**src/rtl/vliw_fetch_if.sv**
```systemverilog
// Fetch-stage bus: instruction-memory read port, pipeline control inputs and
// the bundle handed to decode. The fetch stage is the master side.
interface vliw_fetch_if #(
  parameter int PC_W     = 14,
  parameter int BUNDLE_W = 128
);
  logic [PC_W-1:0]     imem_addr;
  logic                imem_en;
  logic [BUNDLE_W-1:0] imem_rdata;
  logic                stall;
  logic                dec_stall;
  logic                flush;
  logic [PC_W-1:0]     redirect_pc;
  logic [BUNDLE_W-1:0] inst;
  logic [PC_W-1:0]     if_pc;
  logic                if_valid;

  modport master (
    output imem_addr, imem_en, inst, if_pc, if_valid,
    input  imem_rdata, stall, dec_stall, flush, redirect_pc
  );

  modport slave (
    input  imem_addr, imem_en, inst, if_pc, if_valid,
    output imem_rdata, stall, dec_stall, flush, redirect_pc
  );
endinterface

```
**src/rtl/vliw_fetch.sv**
```systemverilog
// Instruction fetch for the VLIW core: one bundle index per cycle into a
// synchronous imem, with a one-entry skid so holds never lose or repeat a bundle.
//
// state    | meaning
// ---------+-----------------------------------------------------------
// S_EMPTY  | nothing in flight, nothing held (after reset / idle hold)
// S_STREAM | imem_rdata carries the bundle for opc_q this cycle
// S_HELD   | skid register holds the bundle being presented
module vliw_fetch #(
  parameter int PC_W     = 14,
  parameter int BUNDLE_W = 128,
  parameter int RESET_PC = 0
) (
  input  logic          clk,
  input  logic          rst_n,
  vliw_fetch_if.master  bus
);

  typedef enum logic [1:0] {
    S_EMPTY  = 2'd0,
    S_STREAM = 2'd1,
    S_HELD   = 2'd2
  } state_t;

  state_t              state_q, state_d;
  logic [PC_W-1:0]     npc_q, npc_d;
  logic [PC_W-1:0]     opc_q, opc_d;
  logic [BUNDLE_W-1:0] sk_inst, sk_inst_d;
  logic [PC_W-1:0]     sk_pc, sk_pc_d;
  logic [PC_W-1:0]     addr_c;
  logic                en_c;
  logic                hold;

  assign hold = bus.stall | bus.dec_stall;

  always_ff @(posedge clk or negedge rst_n) begin
    if (!rst_n) begin
      state_q <= S_EMPTY;
      npc_q   <= PC_W'(RESET_PC);
      opc_q   <= '0;
      sk_inst <= '0;
      sk_pc   <= '0;
    end else begin
      state_q <= state_d;
      npc_q   <= npc_d;
      opc_q   <= opc_d;
      sk_inst <= sk_inst_d;
      sk_pc   <= sk_pc_d;
    end
  end

  always_comb begin
    state_d   = state_q;
    npc_d     = npc_q;
    opc_d     = opc_q;
    sk_inst_d = sk_inst;
    sk_pc_d   = sk_pc;
    addr_c    = npc_q;
    en_c      = 1'b0;
    if (bus.flush) begin
      addr_c  = bus.redirect_pc;
      en_c    = 1'b1;
      opc_d   = bus.redirect_pc;
      npc_d   = bus.redirect_pc + PC_W'(1);
      state_d = S_STREAM;
    end else if (hold) begin
      // Only a bundle actually in flight is captured; an already-held one stays put.
      if (state_q == S_STREAM) begin
        sk_inst_d = bus.imem_rdata;
        sk_pc_d   = opc_q;
        state_d   = S_HELD;
      end
    end else begin
      en_c    = 1'b1;
      opc_d   = npc_q;
      npc_d   = npc_q + PC_W'(1);
      state_d = S_STREAM;
    end
  end

  assign bus.imem_addr = addr_c;
  assign bus.imem_en   = en_c & rst_n;

  // Driven from registered state and imem_rdata only, so decode can derive
  // dec_stall from inst without a loop.
  always_comb begin
    bus.inst     = '0;
    bus.if_pc    = '0;
    bus.if_valid = 1'b0;
    case (state_q)
      S_HELD: begin
        bus.inst     = sk_inst;
        bus.if_pc    = sk_pc;
        bus.if_valid = 1'b1;
      end
      S_STREAM: begin
        bus.inst     = bus.imem_rdata;
        bus.if_pc    = opc_q;
        bus.if_valid = 1'b1;
      end
      default: ;
    endcase
  end

endmodule

```
**src/flat_wrapper.sv**
```systemverilog
// flat-port wrapper written by rule: the top's interface ports become plain ports
module vliw_fetch_flat 
#(
  parameter int PC_W     = 14,
  parameter int BUNDLE_W = 128,
  parameter int RESET_PC = 0
)
  (clk, rst_n, bus_imem_addr, bus_imem_en, bus_inst, bus_if_pc, bus_if_valid, bus_imem_rdata, bus_stall, bus_dec_stall, bus_flush, bus_redirect_pc);
  vliw_fetch_if #(.PC_W(PC_W), .BUNDLE_W(BUNDLE_W)) bus_i ();
  input  logic clk;
  input  logic rst_n;
  output wire logic [$bits(bus_i.imem_addr)-1:0] bus_imem_addr;
  output wire logic [$bits(bus_i.imem_en)-1:0] bus_imem_en;
  output wire logic [$bits(bus_i.inst)-1:0] bus_inst;
  output wire logic [$bits(bus_i.if_pc)-1:0] bus_if_pc;
  output wire logic [$bits(bus_i.if_valid)-1:0] bus_if_valid;
  input wire logic [$bits(bus_i.imem_rdata)-1:0] bus_imem_rdata;
  input wire logic [$bits(bus_i.stall)-1:0] bus_stall;
  input wire logic [$bits(bus_i.dec_stall)-1:0] bus_dec_stall;
  input wire logic [$bits(bus_i.flush)-1:0] bus_flush;
  input wire logic [$bits(bus_i.redirect_pc)-1:0] bus_redirect_pc;
  assign bus_imem_addr = bus_i.imem_addr;
  assign bus_imem_en = bus_i.imem_en;
  assign bus_inst = bus_i.inst;
  assign bus_if_pc = bus_i.if_pc;
  assign bus_if_valid = bus_i.if_valid;
  assign bus_i.imem_rdata = bus_imem_rdata;
  assign bus_i.stall = bus_stall;
  assign bus_i.dec_stall = bus_dec_stall;
  assign bus_i.flush = bus_flush;
  assign bus_i.redirect_pc = bus_redirect_pc;
  vliw_fetch #(.PC_W(PC_W), .BUNDLE_W(BUNDLE_W), .RESET_PC(RESET_PC)) u_core (.clk(clk), .rst_n(rst_n), .bus(bus_i));
endmodule
```
**config.mk**
```make
export PLATFORM = sky130hd
export DESIGN_NAME = vliw_fetch_flat
export DESIGN_NICKNAME = d
export VERILOG_FILES = /design/src/rtl/vliw_fetch_if.sv /design/src/rtl/vliw_fetch.sv /design/src/flat_wrapper.sv
export SDC_FILE = /design/constraint.sdc
export NUM_CORES = 1
export LEC_CHECK = 0
export ABC_AREA = 1
export CAP_MARGIN = 20
export CORE_MARGIN = 2
export CORE_UTILIZATION = 40
export CTS_CLUSTER_DIAMETER = 150
export CTS_CLUSTER_SIZE = 30
export DETAILED_ROUTE_END_ITERATION = 10
export PLACE_DENSITY = 0.71
export SLEW_MARGIN = 40
export SYNTH_ARGS = -nofsm -noshare
export SYNTH_HDL_FRONTEND = slang
export SYNTH_SLANG_ARGS = --single-unit
```
**constraint.sdc**
```tcl
create_clock -name clk -period 2.3 [get_ports clk]
set_input_delay 0.46 -clock clk [delete_from_list [all_inputs] [get_ports clk]]
set_output_delay 0.46 -clock clk [all_outputs]
set_load 0.01 [all_outputs]
```
==> out/qor.txt <==
Synthesized area per cell: 9.164 um2
Hold WC Path Type: in2async
Comb power frac: 37.4%
CP delay by family, top: buffers and inverters
Die X: 156.8 um
DR vias/cell: 5.113
Non-Filler Instances: 1716
HPWL after DPL: 20180 um
Fin Hold WS: 55.84 ps
Skew final: 9.560 ps
Sw Ratio: 31.96%
DRT iter0 DRCs: 623
Die Ht: 156.8 um
Total length of routed wires: 31950 um
Routed len/inst: 18.62 um
Residual DRC: 0
Net Sw Power: 3.815 mW
I/O pin cnt: 305
Synth area leaders: dfrtp_1 (46%), mux2_4 (18%), nand2_1 (15%)
Setup CP Type: reg2out
Mapped Nets: 1169
GPL Wtd Cong: 0.8684
CP max stage cell: dfrtp_2
WP buf/inv: 5
Worst setup SP type: register
Die area: 0.02458 mm2
Fill count: 1746
Area leader, netlist: dfrtp_1
Count of cell types in the netlist: 27
Vias in the first global route: 8522
Fin crit share: 103.1%
Status: complete, but fails checks
CTS buffer count: 17
Final setup fails: 68
Worst setup margin: -70.81 ps
P_int: 8.122 mW
Largest net degree at the start of global routing: 89
Crit path required time: 1840 ps
Layout Nets: 1540
Final antenna-violating net count: 0
Fin Setup TNS: -1993 ps
Htree depth: 4
Critical Path End Type: primary output
Register area share after synthesis: 46.09%
Commonest cells after routing, fill and taps aside: nand2_1 (303), dfrtp_1 (171), clkdlybuf4s50_1 (159)
GR Overflow Total: 0
Slew HR: 60.98%
CTS sink cnt: 172
Least-Margin Pin Slew: 583.4 ps
Wire length of the first global-routing pass: 46190 um
Share of cells above drive strength 1: 44.58%
Port Buffers: 304
RSZ-0062 raised after global routing: true
Yosys reg bits: 172
Most common cell after layout, fill and taps aside: nand2_1
Post-Place Cells: 1648
CTS tree: yes
DR vias: 8774
Hold Fails Final Rpt: 0
Slew Limit Fails: 0
Top-area cell type share of the netlist area: 46.09%
Max stage delay on crit path: 440 ps
Flop pwr share: 34.9%
Area delta synth->final: 60.93%
Failing checks: negative setup slack
CP Data Arrival Time: 1910 ps
GRT Overall Usage: 23.96%
Max Root-Sink Buffers: 2
Initial DRT Pass Iterations: 5
Crit path cell chain: inv_2 -> ha_4 -> buf_12 -> buf_8 -> buf_16 -> nand2_4 -> a21oi_2 -> buf_2
Max IR drop VDD: 458.6 uV
Tmin final: 2371 ps
Ys Warns: 0
PwrDens: 794.4 mW/mm2
Pre-CTS setup slack: -88.84 ps
Worst-skew pair later-pin latency: 430 ps
Clock root buffer: clkbuf_16
Crit path max fanout: 6
Placement Rows: 55
Core area: 0.02278 mm2
Fmax: 421.8 MHz
Initial antenna violation count: 1
Syn Inst Count: 1019
Clock power share: 27.6%
Clock input transition at the sequential cells of the worst setup and hold paths: 70 ps
Static Leakage: 7.106 nW
Initial Utilization: 40.99%
Netlist Area Pre-Place: 0.009338 mm2
Max-cap violations: 0
[per-layer routing]
layer	part of all wire (%)	vias to the layer above	track usage [%]
met5	0	-	0
met4	2.4	0	7.208
met3	6.4	56	5.760
met2	49	282	38.99
met1	42	4328	31.71
li1	-	4108	-
[layout make-up]
class	count	area, um2	area share [%]
clock inverters	14	232.7	1.549
flip-flops and latches	172	4305	28.65
multi-input cells	743	5505	36.64
well taps	313	391.6	2.606
clock buffers	17	425.4	2.831
repair buffers	425	4043	26.90
inverters	31	121.4	0.8077
diodes	1	2.502	0.01665
[final timing paths]
check | startpoint | end | slack, ps | depth (start not counted)
worst max-delay path | u_core.state_q[1] | bus_inst[4] | -70 | 8
worst min-delay path | rst_n | u_core.sk_pc[6] | 60 | 2
worst max register to register | u_core.state_q[0] | u_core.sk_inst[9] | 450 | 6
worst min register to register | u_core.sk_pc[13] | u_core.sk_pc[13] | 490 | 2
max in group asynchronous | rst_n | u_core.opc_q[7] | 1330 | 2
min in group clk | u_core.sk_pc[13] | u_core.sk_pc[13] | 490 | 2
[stage by stage]
step / total power [mW] / cell area (um2) / util [%]
final: 11.94 / 15030 / 65.97
after global routing: 12.48 / 15030 / 65.97
after CTS: 11.33 / 13830 / 60.70
after detailed placement: 7.993 / 13320 / 58.48
after global placement: 7.899 / 13290 / 58.36
after floorplan: 6.126 / 9338 / -
[synthesized netlist by cell type]
| cell type | count |
|---|---|
| o21bai_1 | 4 |
| clkinv_2 | 1 |
| nand4_1 | 7 |
| nor2_4 | 1 |
| mux2_1 | 8 |
| o21ai_0 | 14 |
| nor2_2 | 4 |
| o211ai_1 | 2 |
| nor2_1 | 19 |
| clkbuf_1 | 41 |
| mux2_4 | 110 |
| buf_6 | 16 |
| nand2_2 | 5 |
| xnor2_1 | 1 |
| buf_4 | 1 |
| nand3_1 | 18 |
| buf_1 | 3 |
| o21ai_1 | 12 |
| nand2_1 | 380 |
| ha_1 | 3 |
| o21a_1 | 1 |
| a21oi_1 | 144 |
| inv_1 | 29 |
| mux2_2 | 10 |
| inv_2 | 1 |
| buf_2 | 12 |
| dfrtp_1 | 172 |
[kinds of logic after synthesis]
kind of cell / count (synthesis) / synth area share [%]
and+or+nand+nor: 434 / 18.20
muxes: 128 / 19.86
adders and majority gates: 3 / 0.4020
DFF: 172 / 46.09
AOI/OAI and AO/OA: 177 / 9.674
xor gates and xnor gates: 1 / 0.09381
buffers and inverters: 104 / 5.681
[registers in the layout, summed over array words and instances, names as in the netlist]
| register | cells |
|---|---|
| u_core.sk_pc | 14 |
| u_core.sk_inst | 128 |
| u_core.opc_q | 14 |
| u_core.npc_q | 14 |
| u_core.state_q | 2 |
[power groups by stage]
stage | Sequential (mW) | Clock [mW] | Combinational [mW]
2_1_floorplan | 4.07 | 0 | 2.06
3_3_place_gp | 4.14 | 0 | 3.76
3_5_place_dp | 4.18 | 0 | 3.81
4_1_cts | 4.14 | 3.33 | 3.86
5_1_grt | 4.25 | 3.47 | 4.76
6_report | 4.17 | 3.30 | 4.47
[worst register-to-register path, cell delays in order, from the launching register on]
cell and delay (ps):
dfrtp_1 380, buf_4 140, ha_4 200, buf_4 190, nand2_8 180, buf_12 250
mux2_2 380
[repair_timing]
action	CTS	global route
hold buffers	1	0
gates resized for setup	625	266
endpoints found under the hold margin	13	0
setup buffers	16	7
endpoints found under the setup margin	158	143
gates cloned	6	10
pin swaps	2	64
(Power assumes the default switching activity.)
